===== src/rtl/wb_lanes_stage_t.sv =====
// Writeback stage: registers a bundle of up to LANES results and drains the
// pending lanes onto WPORTS register-file write ports, lowest lane first.
module wb_lanes_stage_t #(
    parameter int LANES  = 2,
    parameter int WPORTS = 1,
    parameter int XLEN   = 32
) (
    input  logic                    CLK,
    input  logic                    RST,
    input  logic                    flush,
    input  logic                    in_valid,
    output logic                    in_ready,
    input  logic [LANES-1:0]        in_lane_valid,
    input  logic [LANES*XLEN-1:0]   in_alu,
    input  logic [LANES*XLEN-1:0]   in_memdat,
    input  logic [LANES*XLEN-1:0]   in_pc,
    input  logic [LANES*5-1:0]      in_rd,
    input  logic [LANES*2-1:0]      in_rfwt_sel,
    input  logic [LANES-1:0]        in_wten,
    output logic [WPORTS*XLEN-1:0]  rf_xpr_wrt_D,
    output logic [WPORTS*5-1:0]     rf_xpr_wrt_WA,
    output logic [WPORTS-1:0]       rf_xpr_wrt_WE,
    output logic                    busy,
    output logic [31:0]             retired_cnt
);

    // Handshake: a bundle transfers at a rising edge where in_valid && in_ready;
    // in_valid must hold the bundle steady until that edge.

    typedef enum logic [0:0] {
        ST_IDLE  = 1'b0,
        ST_DRAIN = 1'b1
    } state_t;

    state_t              state_q;
    logic [LANES-1:0]    pend_q;
    logic [LANES-1:0]    pend_d;
    logic [31:0]         retired_q;
    logic [XLEN-1:0]     data_q [LANES];
    logic [4:0]          rd_q   [LANES];

    logic [XLEN-1:0]     res_d  [LANES];
    logic [LANES-1:0]    new_mask;
    logic [2:0]          acc_cnt;
    logic [2:0]          rank   [LANES];
    logic [2:0]          pend_cnt;
    logic [LANES-1:0]    issue_mask;
    logic [WPORTS-1:0]   port_v;
    logic [XLEN-1:0]     port_d  [WPORTS];
    logic [4:0]          port_wa [WPORTS];
    logic [WPORTS-1:0]   port_we;
    logic                accept;

    // Result selection happens at acceptance so only the final value is stored.
    always_comb begin
        new_mask = '0;
        acc_cnt  = '0;
        for (int i = 0; i < LANES; i++) begin
            res_d[i] = '0;
            case (in_rfwt_sel[i*2 +: 2])
                2'd0:    res_d[i] = in_alu[i*XLEN +: XLEN];
                2'd1:    res_d[i] = in_pc[i*XLEN +: XLEN] + XLEN'(4);
                2'd2:    res_d[i] = in_memdat[i*XLEN +: XLEN];
                default: res_d[i] = '0;
            endcase
            new_mask[i] = in_lane_valid[i] & in_wten[i] & (in_rd[i*5 +: 5] != 5'd0);
            acc_cnt     = acc_cnt + {2'b00, in_lane_valid[i]};
        end
    end

    // rank[i] = number of pending lanes below lane i, i.e. the port lane i uses.
    always_comb begin
        rank[0] = '0;
        for (int i = 1; i < LANES; i++) begin
            rank[i] = rank[i-1] + {2'b00, pend_q[i-1]};
        end
        pend_cnt = rank[LANES-1] + {2'b00, pend_q[LANES-1]};
        for (int i = 0; i < LANES; i++) begin
            issue_mask[i] = pend_q[i] && (rank[i] < 3'(WPORTS));
        end
    end

    always_comb begin
        port_v = '0;
        for (int p = 0; p < WPORTS; p++) begin
            port_d[p]  = '0;
            port_wa[p] = '0;
            for (int i = 0; i < LANES; i++) begin
                if (pend_q[i] && (rank[i] == 3'(p))) begin
                    port_v[p]  = 1'b1;
                    port_d[p]  = data_q[i];
                    port_wa[p] = rd_q[i];
                end
            end
        end
    end

    // Higher ports always carry higher lanes, so a later port with the same rd wins.
    always_comb begin
        port_we       = '0;
        rf_xpr_wrt_D  = '0;
        rf_xpr_wrt_WA = '0;
        for (int p = 0; p < WPORTS; p++) begin
            port_we[p] = port_v[p] & ~flush;
            for (int q = p + 1; q < WPORTS; q++) begin
                if (port_v[q] && (port_wa[q] == port_wa[p])) begin
                    port_we[p] = 1'b0;
                end
            end
            if (port_we[p]) begin
                rf_xpr_wrt_D[p*XLEN +: XLEN] = port_d[p];
                rf_xpr_wrt_WA[p*5 +: 5]      = port_wa[p];
            end
        end
        rf_xpr_wrt_WE = port_we;
    end

    assign in_ready = !RST && !flush && (pend_cnt <= 3'(WPORTS));
    assign accept   = in_valid && in_ready;

    // Acceptance only happens when every remaining lane issues this cycle.
    always_comb begin
        if (flush) begin
            pend_d = '0;
        end else if (accept) begin
            pend_d = new_mask;
        end else begin
            pend_d = pend_q & ~issue_mask;
        end
    end

    always_ff @(posedge CLK or posedge RST) begin
        if (RST) begin
            state_q   <= ST_IDLE;
            pend_q    <= '0;
            retired_q <= '0;
            for (int i = 0; i < LANES; i++) begin
                data_q[i] <= '0;
                rd_q[i]   <= '0;
            end
        end else begin
            pend_q  <= pend_d;
            state_q <= (pend_d != '0) ? ST_DRAIN : ST_IDLE;
            if (accept) begin
                retired_q <= retired_q + 32'(acc_cnt);
                for (int i = 0; i < LANES; i++) begin
                    data_q[i] <= res_d[i];
                    rd_q[i]   <= in_rd[i*5 +: 5];
                end
            end
        end
    end

    assign busy        = (state_q == ST_DRAIN);
    assign retired_cnt = retired_q;

endmodule


===== config.mk =====
export PLATFORM = sky130hd
export DESIGN_NAME = wb_lanes_stage_t
export DESIGN_NICKNAME = d
export VERILOG_FILES = /design/src/rtl/wb_lanes_stage_t.sv
export SDC_FILE = /design/constraint.sdc
export NUM_CORES = 1
export LEC_CHECK = 0
export ABC_CLOCK_PERIOD_IN_PS = 6210
export CORE_MARGIN = 2
export CORE_UTILIZATION = 40
export DETAILED_ROUTE_END_ITERATION = 7
export MAX_ROUTING_LAYER = met4
export PLACE_DENSITY = 0.75
export RECOVER_POWER = 100
export SKIP_LAST_GASP = 1
export SLEW_MARGIN = 10
export SYNTH_ARGS = -nofsm -noshare
export SYNTH_HDL_FRONTEND = slang
export SYNTH_SLANG_ARGS = --single-unit
export TNS_END_PERCENT = 20

===== constraint.sdc =====
create_clock -name CLK -period 6.21 [get_ports CLK]
set_clock_uncertainty 0.2 [all_clocks]
set_input_delay 1.863 -clock CLK [delete_from_list [all_inputs] [get_ports CLK]]
set_output_delay 1.863 -clock CLK [all_outputs]
set_load 0.02 [all_outputs]

==> results.toml <==
[status]
outcome = "complete, but fails checks"
violations = "max-capacitance violations, max-slew violations"

[synth]
synth-seq-area-share = 0.3845
synth_nets = 1079
netlist_top_cells_area = "dfrtp_1, mux2i_1, xnor2_1"
syn_avg_cell_area_um2 = 8.240
synth_cell_types = 41
synth_warnings = 0
synth.top_cell.area_share = 0.3845
synth_top_area_cell = "dfrtp_1"
synth_area_um2 = 7094
ys_ff_latch = 109
syn_inst = 861

[clock_network]
path_clk_slew_ns = 0.08
cts_tree = "built"
cts_buffers = 9
cts_resized = 0
cts_root_buffer = "clkbuf_16"
htreeDepth = 3
clockBufferDepth = 2
cts.sinks = 109
clk_latency_ns = 0.36
post_cts_buffers = 0
cts-hold-fix-buffers = 0

[floorplan]
die_x_um = 137.2
start_util = 0.4102
num_io_pins = 286
placementRows = 48
die_area_um2 = 18820
coreArea_um2 = 17300
die_y_um = 137.2

[sta]
post-route-period-util = 0.9324
finalSetupViolations = 0
drv_slew = 219
whs_ns = 0.2698
finalHoldViolations = 0
relSlewSlack = -0.5986
clock.fmax_ghz = 0.1727
post-route-min-period_ns = 5.790
rsz0062_at_grt = "false"
tightest_slew_ns = 2.385
finalSetupTns_ns = 0

[layout]
final_util = 0.5986
final_common_cell = "clkdlybuf4s50_1"
final_cell_mix = "clkdlybuf4s50_1, dfrtp_1, nor2_1"
area_delta_synth_final_pct = 45.94
nNetsFinal = 1330
final_layout_size_suffix_gt1_frac = 0.04297
fill_cells = 1602
antenna_cells = 0

[flow_run]
cap_violations = 4

[placement]
hpwl_um = 17720
io_buffers = 285
place_congestion = 0.8791

[setup_path]
worstSetupEndpointType = "primary output"
crit_path_max_incr_delay_ns = 0.64
cp_max_fo = 12
required_ns = 4.15
worstRegToRegCells = 7
worstReg2RegStart = "pend_q[0]"
critical-path-top-delay-family = "buffers and inverters"
worst_ep_arrival_time_ns = 3.73
slowest_stage = "clkdlybuf4s50_1"
cp_num_buf_inv = 4
endpoint = "in_ready"
critPathKind = "in -> out"
crit_start = "flush"
start_kind = "primary input"
cp.depth = 5
r2r_end = "data_q[25]"
rrSetupSlack_ns = 2.38
crit_chain = "dlygate4sd3_1, buf_4, a211oi_1, clkbuf_1, clkdlybuf4s50_1"

[pwr]
power_density_nw_per_um2 = 183.7
static-leakage-power_nw = 4.388
vdd_drop_max_mv = 0.1326

[detailed_routing]
wl_met1_um = 9330
drt_iter0_drc = 382
top_layer = "met4"
met3WireLength_um = 1483
wl_met2_um = 11050
wirelength_um = 22560
drc = 0
ant_nets = 0
dr.pass1.iters = 5
via_per_inst = 5.332
vias = 7155
post_drt_wl_per_cell_um = 16.81

[global_route]
grt_pass1_vias = 6907
grt_pass1_wl_um = 34790
grt_max_degree = 105
gr-total-overflow = 0
track_usage = 0.2465
grt_antenna_before_repair = 0

[worst_hold_path]
hp-class = "reg -> reg"
[sequential cells by signal (all words and copies together), names as in the netlist]
| signal | flops |
|---|---|
| data_q | 64 |
| retired_cnt | 32 |
| rd_q | 10 |
| pend_q | 2 |
| busy | 1 |
[cell families (layout without fill, tap and decap cells)]
logic type	Yosys count	in the layout	synth area share
xor+xnor	86	86	0.1062
simple gates	354	354	0.2392
buf+inv	74	330	0.04074
flops	109	109	0.3845
compound gates	170	170	0.1310
fa+ha+maj	4	4	0.008114
mux	64	64	0.09030
[cell type report]
type / count / area (µm²) / area share
Clock buffer: 9 / 225.2 / 0.02175
Clock inverter: 7 / 71.32 / 0.006888
Inverter: 16 / 61.31 / 0.005921
Multi-Input combinational cell: 678 / 4064 / 0.3925
Sequential cell: 109 / 2729 / 0.2636
Tap cell: 225 / 281.5 / 0.02719
Timing Repair Buffer: 298 / 2922 / 0.2822
[where the power goes]
part	switching [mW]	internal, mW	total (mW)
clock network	0.309	0.289	0.598
logic	0.196	0.230	0.426
registers	0.0744	0.803	0.877
total	0.579	1.32	1.90
[metrics by stage]
stage                     instances  power, mW  instance area (µm²)  setup slack, ns
final                          1342      1.902                10350           0.4196
after global routing           1342      1.995                10350           0.3208
after CTS                      1342      1.924                10400           0.6848
after detailed placement       1326      1.332                10100           0.6938
after global placement         1326      1.321                10100           0.7459
after floorplan                 861      1.071                 7094            1.273
[worst min-delay path by stage]
stage               startpoint               to  slack, ns  cells after the start
2_1_floorplan          rd_q[0]          rd_q[0]       0.25                      2
3_3_place_gp           rd_q[0]          rd_q[0]       0.26                      2
3_5_place_dp           rd_q[2]          rd_q[2]       0.26                      2
4_1_cts        retired_cnt[31]  retired_cnt[31]       0.28                      1
5_1_grt        retired_cnt[31]  retired_cnt[31]       0.30                      1
6_report       retired_cnt[31]  retired_cnt[31]       0.27                      1
[metal layers]
metal,vias up,GRT usage
met5,-,-
met4,0,0.09393
li1,3496,-
met2,290,0.4132
met3,45,0.03679
met1,3324,0.3008
[synthesized netlist by cell type, drive strengths merged]
cell type  number
inv            16
and2            3
nor2          102
fa              1
a211oi          1
nand2          97
mux2i          64
a21oi          80
o21ai          64
nor3b           1
o21a            1
xor2           33
dfrtp         109
nor4            9
buf             5
nand3          31
xnor2          53
a22oi          21
o211ai          2
nand2b          1
and4            4
nand4          23
nor3           62
and3            4
or4             3
or2             6
or3             3
nor2b           5
ha              3
clkbuf         53
o2111ai         1
Power figures use the tool's default switching activity.
